--- src/rtl/reg_file_pkg.sv ---
// Shared types and helpers for the reg_file_sweep register array.
package reg_file_pkg;

  typedef enum logic {
    IDLE  = 1'b0,
    CLEAR = 1'b1
  } state_t;

  // Address width for a given depth; never below one bit.
  function automatic int addr_w(input int depth);
    return (depth <= 2) ? 1 : $clog2(depth);
  endfunction

endpackage

--- src/rtl/reg_file_sweep_entry.sv ---
// One storage entry of the register array: synchronous reset, zero beats load.
module reg_entry #(
  parameter int WIDTH = 8
) (
  input  logic             clk,
  input  logic             rst,
  input  logic             load,
  input  logic             zero,
  input  logic [WIDTH-1:0] d,
  output logic [WIDTH-1:0] q
);

  always_ff @(posedge clk) begin
    if (rst)       q <= '0;
    else if (zero) q <= '0;
    else if (load) q <= d;
  end

endmodule

--- src/rtl/reg_file_sweep.sv ---
// DEPTH x WIDTH register file, one write port, two combinational reads, sequenced clear.
// Optional same-cycle write-through on reads when REG_FILE_BYPASS_EN is defined.
module reg_file_sweep
  import reg_file_pkg::*;
#(
  parameter  int WIDTH  = 8,
  parameter  int DEPTH  = 8,
  localparam int ADDR_W = addr_w(DEPTH)
) (
  input  logic              clk,
  input  logic              rst,
  input  logic              ena,
  input  logic [ADDR_W-1:0] waddr,
  input  logic [WIDTH-1:0]  data,
  input  logic [ADDR_W-1:0] raddr_a,
  input  logic [ADDR_W-1:0] raddr_b,
  input  logic              clr,
  output logic [WIDTH-1:0]  r_a,
  output logic [WIDTH-1:0]  r_b,
  output logic              busy
);

  localparam logic [ADDR_W:0]   DEPTH_EXT = (ADDR_W + 1)'(DEPTH);
  localparam logic [ADDR_W-1:0] LAST_IDX  = ADDR_W'(DEPTH - 1);

  state_t             state, state_nxt;
  logic [ADDR_W-1:0]  cnt;
  logic               cnt_last;
  logic               sweeping;
  logic               wr_ok;
  logic [WIDTH-1:0]   q [DEPTH];

  assign cnt_last = (cnt == LAST_IDX);
  // Writes are only taken while idle and to an existing entry.
  assign wr_ok    = (state == IDLE) && ena && ({1'b0, waddr} < DEPTH_EXT);

  always_ff @(posedge clk) begin
    if (rst) begin
      state <= IDLE;
      cnt   <= '0;
    end else begin
      state <= state_nxt;
      if (state == CLEAR && !cnt_last) cnt <= cnt + ADDR_W'(1);
      else                             cnt <= '0;
    end
  end

  always_comb begin
    state_nxt = state;
    case (state)
      IDLE:    if (clr)      state_nxt = CLEAR;
      CLEAR:   if (cnt_last) state_nxt = IDLE;
      default: state_nxt = IDLE;
    endcase
  end

  always_comb begin
    sweeping = (state == CLEAR);
    busy     = sweeping;
  end

  for (genvar i = 0; i < DEPTH; i++) begin : g_entry
    reg_entry #(.WIDTH(WIDTH)) u_entry (
      .clk  (clk),
      .rst  (rst),
      .load (wr_ok && (waddr == ADDR_W'(i))),
      .zero (sweeping && (cnt == ADDR_W'(i))),
      .d    (data),
      .q    (q[i])
    );
  end

  // Out-of-range addresses match no entry and so read zero.
  always_comb begin
    r_a = '0;
    r_b = '0;
    for (int i = 0; i < DEPTH; i++) begin
      if (raddr_a == ADDR_W'(i)) r_a = q[i];
      if (raddr_b == ADDR_W'(i)) r_b = q[i];
    end
`ifdef REG_FILE_BYPASS_EN
    if (wr_ok && (raddr_a == waddr)) r_a = data;
    if (wr_ok && (raddr_b == waddr)) r_b = data;
`endif
  end

endmodule

--- config.mk ---
export PLATFORM = sky130hd
export DESIGN_NAME = reg_file_sweep
export DESIGN_NICKNAME = d
export VERILOG_FILES = /design/src/rtl/reg_file_pkg.sv /design/src/rtl/reg_file_sweep_entry.sv /design/src/rtl/reg_file_sweep.sv
export SDC_FILE = /design/constraint.sdc
export NUM_CORES = 1
export LEC_CHECK = 0
export CORE_UTILIZATION = 30
export DETAILED_ROUTE_END_ITERATION = 6
export GPL_TIMING_DRIVEN = 1
export PLACE_DENSITY = 0.54
export SYNTH_ARGS = -nofsm -noshare
export SYNTH_HDL_FRONTEND = slang
export SYNTH_SLANG_ARGS = --single-unit
--- constraint.sdc ---
create_clock -name clk -period 1.78 [get_ports clk]
set_input_delay 0.356 -clock clk [delete_from_list [all_inputs] [get_ports clk]]
set_output_delay 0.356 -clock clk [all_outputs]
set_load 0.05 [all_outputs]
# Yosys cells after proc, flatten, opt, wreduce, memory -nomap -nowiden
# Cells that the tools add are included.
# op_classes
addsub	1
n_eq_ne	28
n_mux	19
bitwise	2
n_reduce_logical	32
# op_table
op	count
$mux W8	16
$eq A3 B3 Y1 const B	16
$eq A3 B2 Y1 const B	8
$logic_and A1 B1 Y1	18
$reduce_or A2 Y1	9
$eq A3 B1 Y1 const B	4
$logic_not A3 Y1	4
$add A3 B1 Y3 const B	1
$mux W1	2
$not A1 Y1	2
$pmux W1 S2	1
$logic_not A1 Y1	1
# totals
ff_bits	68
output_inout_bits	17

# Longest topological paths before layout
# logic_depth
ltp_word	9
depth_mapped	5

# Cells and area by module
# From an unflattened synthesis, not the netlist that was laid out.
# unflattened
hier_cells	390
area_unflattened_um2	3839.9
# by_module_without_submodules
mod	instances	cells_each	area_each_um2	seq_area_each_um2
reg_entry	8	27	295.3	160.2
reg_file_sweep	1	174	1477.7	80.1

# Worst setup path before layout
# No wires, ideal clock.
# synth_path
path_type	input -> output
startpoint	in raddr_a[0]
endpoint	out r_a[0]
arrival_ps	1789
required_time_ps	1424
setup_slack_ps	-365
path_stages	4
cell_sequence	or2_1 > clkbuf_1 > or2_0 > a32oi_1
# synth_via
elab_chain_cells	9
# synth_lines
item	line	text
start: declaration	reg_file_sweep.sv:15	input logic [ADDR_W-1:0] raddr_a,
$logic_not A3 Y1	reg_file_sweep.sv:78	if (raddr_a == ADDR_W'(i)) r_a = q[i];
$mux W8 (7 in a row)	reg_file_sweep.sv:78	
$mux W8 *	reg_file_sweep.sv:78	
end: declaration	reg_file_sweep.sv:18	output logic [WIDTH-1:0] r_a,
# Every way passes the cells marked *; elsewhere a longest branch is shown, timed or not.

# Final worst setup path
# layout_path
startpoint	in raddr_b[0]
endpoint	out r_b[1]
# layout_via
elab_chain_cells	9
# layout_lines
item	line	text
start: declaration	reg_file_sweep.sv:16	input logic [ADDR_W-1:0] raddr_b,
$logic_not A3 Y1	reg_file_sweep.sv:79	if (raddr_b == ADDR_W'(i)) r_b = q[i];
$mux W8 (7 in a row)	reg_file_sweep.sv:79	
$mux W8 *	reg_file_sweep.sv:79	
end: declaration	reg_file_sweep.sv:19	output logic [WIDTH-1:0] r_b,
# Marked as above.

==> reports/results.ini <==
[run_status]
status=finished with violations
violations=negative setup slack

[routing]
dr.first_iter.drc_count=348
final_antenna_net_count=0
viasPerCell=5.80
wire_per_inst_um=21.2
num_vias=3983
first_pass_iters=5
routed_wl_mm=14.5
drc=0

[worst_hold_path]
worst_hold_path_type=reg -> reg
hold_start=cnt[0]
min_to=cnt[0]
whs_path_depth=1

[logic_synthesis]
synth_cell_types=39
synth.cell_area_sq_um=3910
synth.avg_cell_area_sq_um=8.72
yosys_warnings=0
async_reset_ff_frac=0
ys_ff_latch=68
syn_nets=475
ys_seq_area_frac=0.348
synth-edff-count=0
syn_inst=448
dominantRegCellSynth=dfxtp_1

[timing]
tightest_slew_ps=390
finClkSkew_ps=4.90
maxSlewViolCount=0
hold_viol_final=0
setup-violations-final=16
maxSlewHeadroom=0.739
setup_tns_ps=-1590
fin_crit_sh=1.10
finalWorstSetupSlack_ps=-173
rsz0062_at_grt=yes
min_period_ps=1950
max_freq_mhz=512

[critical_path]
end_kind=output port
crit_fanout=7
ff2ff_path_depth=4
path_class=in -> out
regToRegEndpoint=g_entry[6].u_entry.q[5]
rrSetupSlack_ps=370
required_ps=1420
start_kind=input pin
timing.rr.start=busy
arrival_ps=1600

[placed_design]
post-dp-hpwl_mm=8.72
dp_slack_ps=-678
gp_congestion=0.864
port_buffers=37
dpl-instance-area_sq_um=4850

[clocking]
cts-buffers-inserted=9
cts_sinks=68
clk_pin_slew_ps=60
cts-root-buf=clkbuf_16
cts.path.max_buffers=2
cts.htree.levels=3
cts_tree=done
clock_latency_ps=330

[floorplan]
die_h_um=116
fp.coreArea_sq_um=12700
die-area_sq_um=13500
rows=41
pin_count=38
initial_core_util=0.308
die_x_um=116

[global_routing]
grt_pass1_vias=3867
grt_pass1_wl_mm=22.3
grt_antenna_before_repair=0
grt_use_total=0.225
grt.overflow.total=0
grt_max_degree=33

[cells_and_area]
antenna_cells=0
nFillCells=1223
fin_nets=538
final_util=0.453
fin_area_sq_um=5740
drive_gt1_frac=0.390
syn2layout_area_growth_pct=47.0

[power]
p_total_uw=4300
p_leak_uw=0.00207
powerDensity_nw_per_um2=749
max-vdd-ir-drop_mv=0.403

[flow_run]
maxCapViolCount=0

==> layout by cell type, fill, tap and decap left out, types with 7 or more instances in the layout <==
cell type	instances
nand3_1	65
o21ai_0	64
a21oi_1	64
dfxtp_2	48
buf_4	36
buf_12	27
dfxtp_1	20
mux2i_1	16
mux4_2	15
clkdlybuf4s50_1	14
clkbuf_16	10
buf_8	10
nand2_1	8
nor2b_1	8
mux2_4	8
a22o_1	7
nand3b_1	7
==> metrics by stage <==
step / cells / hold WS, ps
2_1_floorplan: 448 / 433
3_3_place_gp: 646 / 455
3_5_place_dp: 646 / 463
4_1_cts: 679 / 477
5_1_grt: 687 / 501
6_report: 687 / 471
==> worst max path at each step <==
stage | startpoint | end | slack (ps) | depth (start not counted)
floorplan | raddr_a[0] | r_a[1] | -40 | 5
global placement | raddr_b[0] | r_b[7] | -670 | 5
detailed placement | raddr_b[0] | r_b[0] | -680 | 5
CTS | g_entry[2].u_entry.q[3] | r_a[3] | -170 | 3
global route | raddr_b[0] | r_b[1] | -200 | 7
finish | raddr_b[0] | r_b[1] | -170 | 8
==> final cells by class <==
class,instances,area [sq um],area share
Sequential cell,68,1420,0.247
Clock inverter,6,90.1,0.0157
Tap cell,172,215,0.0375
Inverter,5,18.8,0.00327
Timing Repair Buffer,102,1340,0.233
Clock buffer,9,225,0.0392
Multi-Input combinational cell,325,2440,0.424
==> critical path, cell delays in order <==
cell and delay, ps:
buf_12 110, buf_16 150, buf_8 130, buf_4 130
a21oi_4 160, o22ai_2 90, a22o_1 280, buf_12 170
==> where the power goes <==
part	total, uW	internal (uW)	switching (uW)
Combinational	813	370	443
Clock	1920	1220	697
Sequential	1570	1550	20.9
==> logic make-up after synthesis <==
group	synth area share
adder cells (fa/ha/maj)	0.0192
flip-flops	0.348
multiplexers	0.174
buffers and inverters	0.0659
AO/OA/AOI/OAI	0.241
AND/OR/NAND/NOR	0.152
==> metal layers <==
| metal | routed length [um] | track usage | part of all wire |
|---|---|---|---|
| met1 | 6110 | 0.302 | 0.42 |
| met2 | 6700 | 0.350 | 0.46 |
| met3 | 1310 | 0.0509 | 0.090 |
| met4 | 420 | 0.0923 | 0.029 |
| met5 | 0 | 0 | 0 |
==> cells in the mapped netlist, types with 4 or more instances <==
| library cell | number | area [sq um] |
|---|---|---|
| clkbuf_1 | 28 | 105 |
| buf_2 | 15 | 75.1 |
| nand3b_1 | 7 | 52.6 |
| mux2i_1 | 17 | 170 |
| a21oi_1 | 65 | 325 |
| a21o_1 | 5 | 37.5 |
| mux4_1 | 13 | 342 |
| o21ai_0 | 70 | 350 |
| dfxtp_1 | 68 | 1360 |
| inv_1 | 4 | 15.0 |
| a32oi_1 | 7 | 61.3 |
| o22a_1 | 6 | 52.6 |
| nor2b_1 | 10 | 62.6 |
| nor2_1 | 6 | 22.5 |
| nand3_1 | 65 | 325 |
| a22o_1 | 7 | 61.3 |
| ha_1 | 6 | 75.1 |
| mux2_2 | 9 | 101 |
| nand2_1 | 9 | 33.8 |
==> flip-flops by register name (all words and copies together), names as in the netlist <==
register and cells:
g_entry.u_entry.q 64, cnt 3, busy 1
==> repair_timing <==
item,in CTS,in global routing
hold buffers,0,0
gates resized for setup,121,42
pin swaps,12,11
setup buffers,14,8
endpoints found under the setup margin,16,16
gates cloned,4,1
Note: power is estimated with default switching activity, not from simulation.
